--- config.mk ---
export PLATFORM = sky130hd
export DESIGN_NAME = card_shoe
export DESIGN_NICKNAME = d
export VERILOG_FILES = /design/src/rtl/card_shoe.sv
export SDC_FILE = /design/constraint.sdc
export NUM_CORES = 1
export LEC_CHECK = 0
export ABC_AREA = 1
export BUFFER_PORTS_ARGS = -buffer_cell sky130_fd_sc_hd__buf_2
export CORE_ASPECT_RATIO = 1.2
export CORE_MARGIN = 3
export CORE_UTILIZATION = 50
export CTS_CLUSTER_DIAMETER = 150
export DETAILED_ROUTE_END_ITERATION = 10
export PLACE_DENSITY = 0.67
export RECOVER_POWER = 50
export SYNTH_ARGS = -nofsm -noshare
export SYNTH_HDL_FRONTEND = slang
export SYNTH_SLANG_ARGS = --single-unit
--- constraint.sdc ---
create_clock -name clk -period 3.63 [get_ports clk]
set_input_delay 1.089 -clock clk [delete_from_list [all_inputs] [get_ports clk]]
set_output_delay 1.089 -clock clk [all_outputs]
set_load 0.03 [all_outputs]
--- src/rtl/card_shoe.sv ---
// Card shoe: deals 52 cards without repeats, starting each search at an LFSR-chosen index.
// Optional macro CARD_SHOE_FACE_TEN_EN makes J/Q/K read as 10 on `card`.
module card_shoe (
   input  logic       clk,
   input  logic       resetn,
   input  logic       draw_req,
   input  logic       shuffle,
   output logic [3:0] card,
   output logic [1:0] suit,
   output logic       card_valid,
   output logic       busy,
   output logic [5:0] cards_left,
   output logic       deck_empty,
   output logic       reshuffled,
   output logic [1:0] state_dbg
);

   // Handshake: draw_req/shuffle are sampled only while busy is low (IDLE); nothing is
   // queued. Each accepted draw_req yields exactly one card_valid pulse, and card/suit
   // stay stable from that pulse until the next one.

   typedef enum logic [1:0] {
      IDLE      = 2'd0,
      RESHUFFLE = 2'd1,
      PROBE     = 2'd2,
      DELIVER   = 2'd3
   } state_t;

   state_t      state, next_state;
   logic [51:0] used;
   logic [5:0]  probe_idx;
   logic        pend_draw;
   logic [7:0]  lfsr;
   logic [7:0]  lfsr_nxt;
   logic [5:0]  start_idx;
   logic [5:0]  idx_base;
   logic [1:0]  idx_suit;
   logic [3:0]  rank;
   logic [3:0]  card_val;

   assign lfsr_nxt  = {lfsr[6:0], lfsr[7] ^ lfsr[5] ^ lfsr[4] ^ lfsr[3]};
   assign start_idx = (lfsr[5:0] >= 6'd52) ? (lfsr[5:0] - 6'd52) : lfsr[5:0];

   // A nonzero seed never reaches zero; the reload only guards against upsets.
   always_ff @(posedge clk or negedge resetn) begin
      if (!resetn)
         lfsr <= 8'hA5;
      else
         lfsr <= (lfsr_nxt == 8'h00) ? 8'h01 : lfsr_nxt;
   end

   always_comb begin
      idx_suit = 2'd0;
      idx_base = 6'd0;
      if (probe_idx >= 6'd39) begin
         idx_suit = 2'd3;
         idx_base = 6'd39;
      end else if (probe_idx >= 6'd26) begin
         idx_suit = 2'd2;
         idx_base = 6'd26;
      end else if (probe_idx >= 6'd13) begin
         idx_suit = 2'd1;
         idx_base = 6'd13;
      end
      rank = 4'(probe_idx - idx_base) + 4'd1;
`ifdef CARD_SHOE_FACE_TEN_EN
      card_val = (rank > 4'd10) ? 4'd10 : rank;
`else
      card_val = rank;
`endif
   end

   // State register
   always_ff @(posedge clk or negedge resetn) begin
      if (!resetn)
         state <= IDLE;
      else
         state <= next_state;
   end

   // Next-state logic
   always_comb begin
      next_state = state;
      case (state)
         IDLE: begin
            if (shuffle)
               next_state = RESHUFFLE;
            else if (draw_req)
               next_state = (cards_left == 6'd0) ? RESHUFFLE : PROBE;
         end
         RESHUFFLE: next_state = pend_draw ? PROBE : IDLE;
         PROBE:     next_state = used[probe_idx] ? PROBE : DELIVER;
         DELIVER:   next_state = IDLE;
         default:   next_state = IDLE;
      endcase
   end

   // Output logic
   always_comb begin
      busy       = (state != IDLE);
      card_valid = (state == DELIVER);
      reshuffled = (state == RESHUFFLE);
      state_dbg  = state;
   end

   assign deck_empty = (cards_left == 6'd0);

   // Deck datapath: bitmap, count, probe pointer and the delivered card register.
   always_ff @(posedge clk or negedge resetn) begin
      if (!resetn) begin
         used       <= '0;
         cards_left <= 6'd52;
         probe_idx  <= 6'd0;
         pend_draw  <= 1'b0;
         card       <= 4'd0;
         suit       <= 2'd0;
      end else begin
         case (state)
            IDLE: begin
               if (!shuffle && draw_req) begin
                  if (cards_left == 6'd0)
                     pend_draw <= 1'b1;
                  else
                     probe_idx <= start_idx;
               end
            end
            RESHUFFLE: begin
               used       <= '0;
               cards_left <= 6'd52;
               if (pend_draw) begin
                  probe_idx <= start_idx;
                  pend_draw <= 1'b0;
               end
            end
            PROBE: begin
               if (used[probe_idx]) begin
                  probe_idx <= (probe_idx == 6'd51) ? 6'd0 : (probe_idx + 6'd1);
               end else begin
                  used[probe_idx] <= 1'b1;
                  cards_left      <= cards_left - 6'd1;
                  card            <= card_val;
                  suit            <= idx_suit;
               end
            end
            default: ;
         endcase
      end
   end

endmodule

Yosys cells after proc, flatten, opt, wreduce, memory -nomap -nowiden
Cells that the tools add are included.

storage, ports and cells
  register bits after elaboration = 81
  input port bits = 4
  output and inout bits = 18
  logic and storage cells = 80

cells by class
  $add $sub $neg = 5
  $lt $le $gt $ge = 6
  equal/unequal tests = 11
  muxes and demuxes = 31
  bitwise gates (word level) = 5
  reduce and logical (&&, ||, !) cells = 14

operator list
  cell                   count
  $pmux W52 S2           1
  $mux W52               1
  $or A52 B52 Y52        1
  $mux W6                7
  $pmux W6 S3            1
  $ge A6 B6 Y1 const B   2
  $mux W2                6
  $mux W4                3
  $pmux W6 S2            1
  $ne A2 B2 Y1 const B   5
  $logic_not A8 Y1       1
  $mux W8                1
  $pmux W2 S4            1
  $lt A6 B7 Y1 const B   1
  $add A6 B1 Y6 const B  1
  $bmux W1 S6            1
  $demux W1 S6           1
  $eq A6 B6 Y1 const B   1
  $ge A6 B1 Y1 const B   1
  $ge A6 B4 Y1 const B   1
  $ge A6 B5 Y1 const B   1
  $logic_not A6 Y1       1
  $mux W1                6
  $reduce_bool A2 Y1     3
  18 further kinds       23

Logic depth before layout (Yosys ltp)
  depth after elaboration = 7
  mapped depth = 18
  gate-level depth less buffers = 16

Worst setup path before layout
Ideal clock, no wire load.

  kind = reg2reg
  start point = reg probe_idx[2]
  end point = reg card[3]
  library setup time = 127 ps
  data arrival time = 2777 ps
  required time = 3503 ps
  setup slack = 726 ps
  stages on the path, launching flop included = 16
  buffers on the path = 1
  period minus slack after synthesis = 2904 ps
  path through = dfrtp_1 -> buf_2 -> nor2_1 -> inv_1 -> or2_2 -> a21oi_1 -> inv_1 -> ha_1 -> inv_1 -> ha_1 -> inv_1 -> fa_1 -> xnor2_1 -> xor2_1 -> xnor2_1 -> o21ai_0

between the ends
  elaborated cells on any way between the ends = 12
  those cells by class = add/sub: 2; order compare: 3; mux: 5; bitwise: 1; reduce/logical: 1

RTL lines
  what                    RTL line  source
  start, declared         31        logic [5:0] probe_idx;
  start signal, assigned  124       probe_idx <= start_idx;
  start signal, assigned  131       probe_idx <= start_idx;
  start signal, assigned  137       probe_idx <= (probe_idx == 6'd51) ? 6'd0 : (probe_idx + 6'd1);
  $ge A6 B5 Y1            58        end else if (probe_idx >= 6'd26) begin
  $mux W4                 58
  $mux W4 (*)             55        if (probe_idx >= 6'd39) begin
  net idx_base[1]         36        logic [5:0] idx_base;
  $sub A4 B4 Y4 (*)       65        rank = 4'(probe_idx - idx_base) + 4'd1;
  $add A4 B1 Y4 (*)       65
  end signal, assigned    141       card <= card_val;
  end, declared           8         output logic [3:0] card,

The timed path passes the listed nets; every way through them passes the cells marked *. The select of a mux whose other input is x is not followed.
A chain may end at the register's enable or synchronous reset.

Worst setup path after layout
  start point = reg probe_idx[2]
  end point = reg card[3]

between the ends
  longest elaborated chain between the ends = 6
  elaborated cells on any way between the ends = 12
  those cells by class = add/sub: 2; order compare: 3; mux: 5; bitwise: 1; reduce/logical: 1

ends and longest elaborated chain
  what           RTL line  source
  $ge A6 B4 Y1   61        end else if (probe_idx >= 6'd13) begin
  $mux W4        61
  $mux W4        58
  $mux W4        55
  $sub A4 B4 Y4  65
  $add A4 B1 Y4  65

Several ways; a longest one is shown, not always the timed one. The select of a mux whose other input is x is not followed.

==> metrics.txt <==
status=finished with violations; failing checks=capacitance limit, slew limit; largest cells by area after synthesis=dfrtp_1 38%, nand2_1 16%, a21oi_2 6.9%; # DRC=0; largest net degree at the start of global routing=82; Yosys top cell area share=38.2%; GP Congestion=0.937; Peak VDD IR=0.392 mV; initial core utilization=52.6%; Synth warnings=0; type of origin of the critical path=register; wire length per cell=15.1 um; skew final=13.1 ps; crit path buf inv count=4; main flop type after synthesis=dfrtp_1; crit-path cells=nor2_1, buf_4, inv_1, or2_2, a21oi_1, nand2_1, nand2_1, inv_1, ha_1, inv_1, fa_1, xnor2_1, xor2_1, xnor2_1, o21ai_0; leakage power=2.42 nW; Crit path top cell by count=inv_1; Layout area overhead=6.45%; Overflow after GRT=0; core area=9220 um2; clock-pin slew of the registers on the worst-case setup and hold paths=90 ps; drt total wl=11.8 mm; crit-path max FO=8; DP HPWL=7.74 mm; Max H-tree Level=3; hold slack=391 ps; die height=114 um; Ports=22; Crit path arrival time=3350 ps; vias per cell=5.40; Hold-fix buffers, CTS=0; CP endpoint kind=register; CP Class=register to register; cell taking the most area after synthesis=dfrtp_1; post-route setup TNS=0 ps; final setup fails=0; Slowest Stage Delay on Critical Path=510 ps; Finished Core Util=56.0%; f_max=0.320 GHz; num rows=38; Max Cap Violations=1; Seq/Total Area, Yosys=42.0%; post-layout min period=3120 ps; final antenna-violating net count=0; NumNets Final=668; routed via count=4198; vias in the first global route=3990; clock root buffer=clkbuf_8; Die X=95.9 um; Least-Margin Pin Slew=2060 ps; share of cells above drive strength 1=16.1%; Mapped Avg Cell Area=7.55 um2; port bufs=21; final slew viol count=82; Clock Latency Late Sink=360 ps; Tightest Hold Check Type=register to register; First DRT Iteration DRCs=301; TritonCTS clock tree=built; Hold Vio Cnt, Final=0; CP max-delay cell=dfrtp_1; drt pass-1 iters=5; # resized after CTS=0; synth cell count leaders=202 x nand2_1, 79 x inv_1, 74 x dfrtp_1; clock tree buffer depth=2; clock sinks=81; first-pass GRT wire length=19.7 mm; Seq cells post-synth=81; Num CTS Buffers=9; Top Family by Delay on Critical Path=adder cells; Synth Net Count=658; Post-synth ARST share=100%; antenna fix cells=0; Mapped Cells=642; fin crit share=86.0%; synth unique cells=34; number of antenna violations at the first check in global routing=0; RSZ-0062 raised after global routing=no; Required @ worst endpoint=3860 ps; gr usage total=23.3%; setup repair bufs after CTS=0; Rel. slew slack=-37.6%; Cell Pwr Density=754 nW/um2; EDFF count, synth=0; full die area=10900 um2; area of the mapped netlist=4850 um2; most frequent cell after synthesis=nand2_1
cell type report:
class	count	area, um2
clock inverters	4	45.0
inverters	83	314
repair buffers	32	200
well taps	120	150
clock buffers	12	135
flip-flops and latches	81	2040
fillers	889	4060
multi-input cells	445	2280
where the power goes:
group / internal, mW / total (mW) / switching (mW)
clock network: 0.316 / 0.647 / 0.331
logic: 0.584 / 2.05 / 1.47
registers: 1.06 / 1.20 / 0.137
sequential cells by signal (all words and copies together), names as in the netlist:
register / flops
lfsr: 8
used: 52
state_dbg: 2
cards_left: 6
card: 4
probe_idx: 6
pend_draw: 1
suit: 2
kinds of logic (layout without fill, tap and decap cells):
logic type	after synthesis	in the layout	synth area share (%)
flops	81	81	42.0
simple gates	303	303	26.0
compound gates	120	120	15.9
buf+inv	116	131	11.1
xor+xnor	10	10	1.81
fa+ha+maj	12	12	3.25
per-layer routing:
layer | up-vias | wire length [um] | track usage [%]
li1 | 2043 | - | -
met1 | 2028 | 5290 | 32.3
met2 | 106 | 5670 | 36.8
met3 | 21 | 584 | 4.09
met4 | 0 | 215 | 7.69
met5 | - | 0 | 0
per-stage QoR:
step	setup WS, ps	total power, mW	cell area (um2)	cells
final	506	3.89	5160	777
after global placement	699	3.22	4980	761
after global routing	280	4.20	5160	777
after floorplan	726	2.78	4850	642
after CTS	546	3.91	5160	777
after detailed placement	567	3.26	4980	761
layout by cell type, fill, tap and decap left out, types with 7 or more instances in the layout:
cell      instances
ha_1             11
a21oi_1          57
buf_2            20
clkbuf_8          9
nor2_1           26
nand2_1         202
o21ai_1           7
o21ai_0          11
inv_1            79
nand3_1          58
a21oi_2          38
buf_4            10
dfrtp_1          74
path summary, 6_finish.rpt:
path | end | start | cells after the start | slack [ps]
setup / recovery | card[3] | probe_idx[2] | 15 | 510
hold / removal | lfsr[7] | lfsr[6] | 0 | 390
setup reg to reg | card[3] | probe_idx[2] | 15 | 510
hold reg to reg | lfsr[7] | lfsr[6] | 0 | 390
max in group asynchronous | used[28] | resetn | 1 | 1090
min in group asynchronous | card[1] | resetn | 1 | 1300
(Power assumes the default switching activity.)
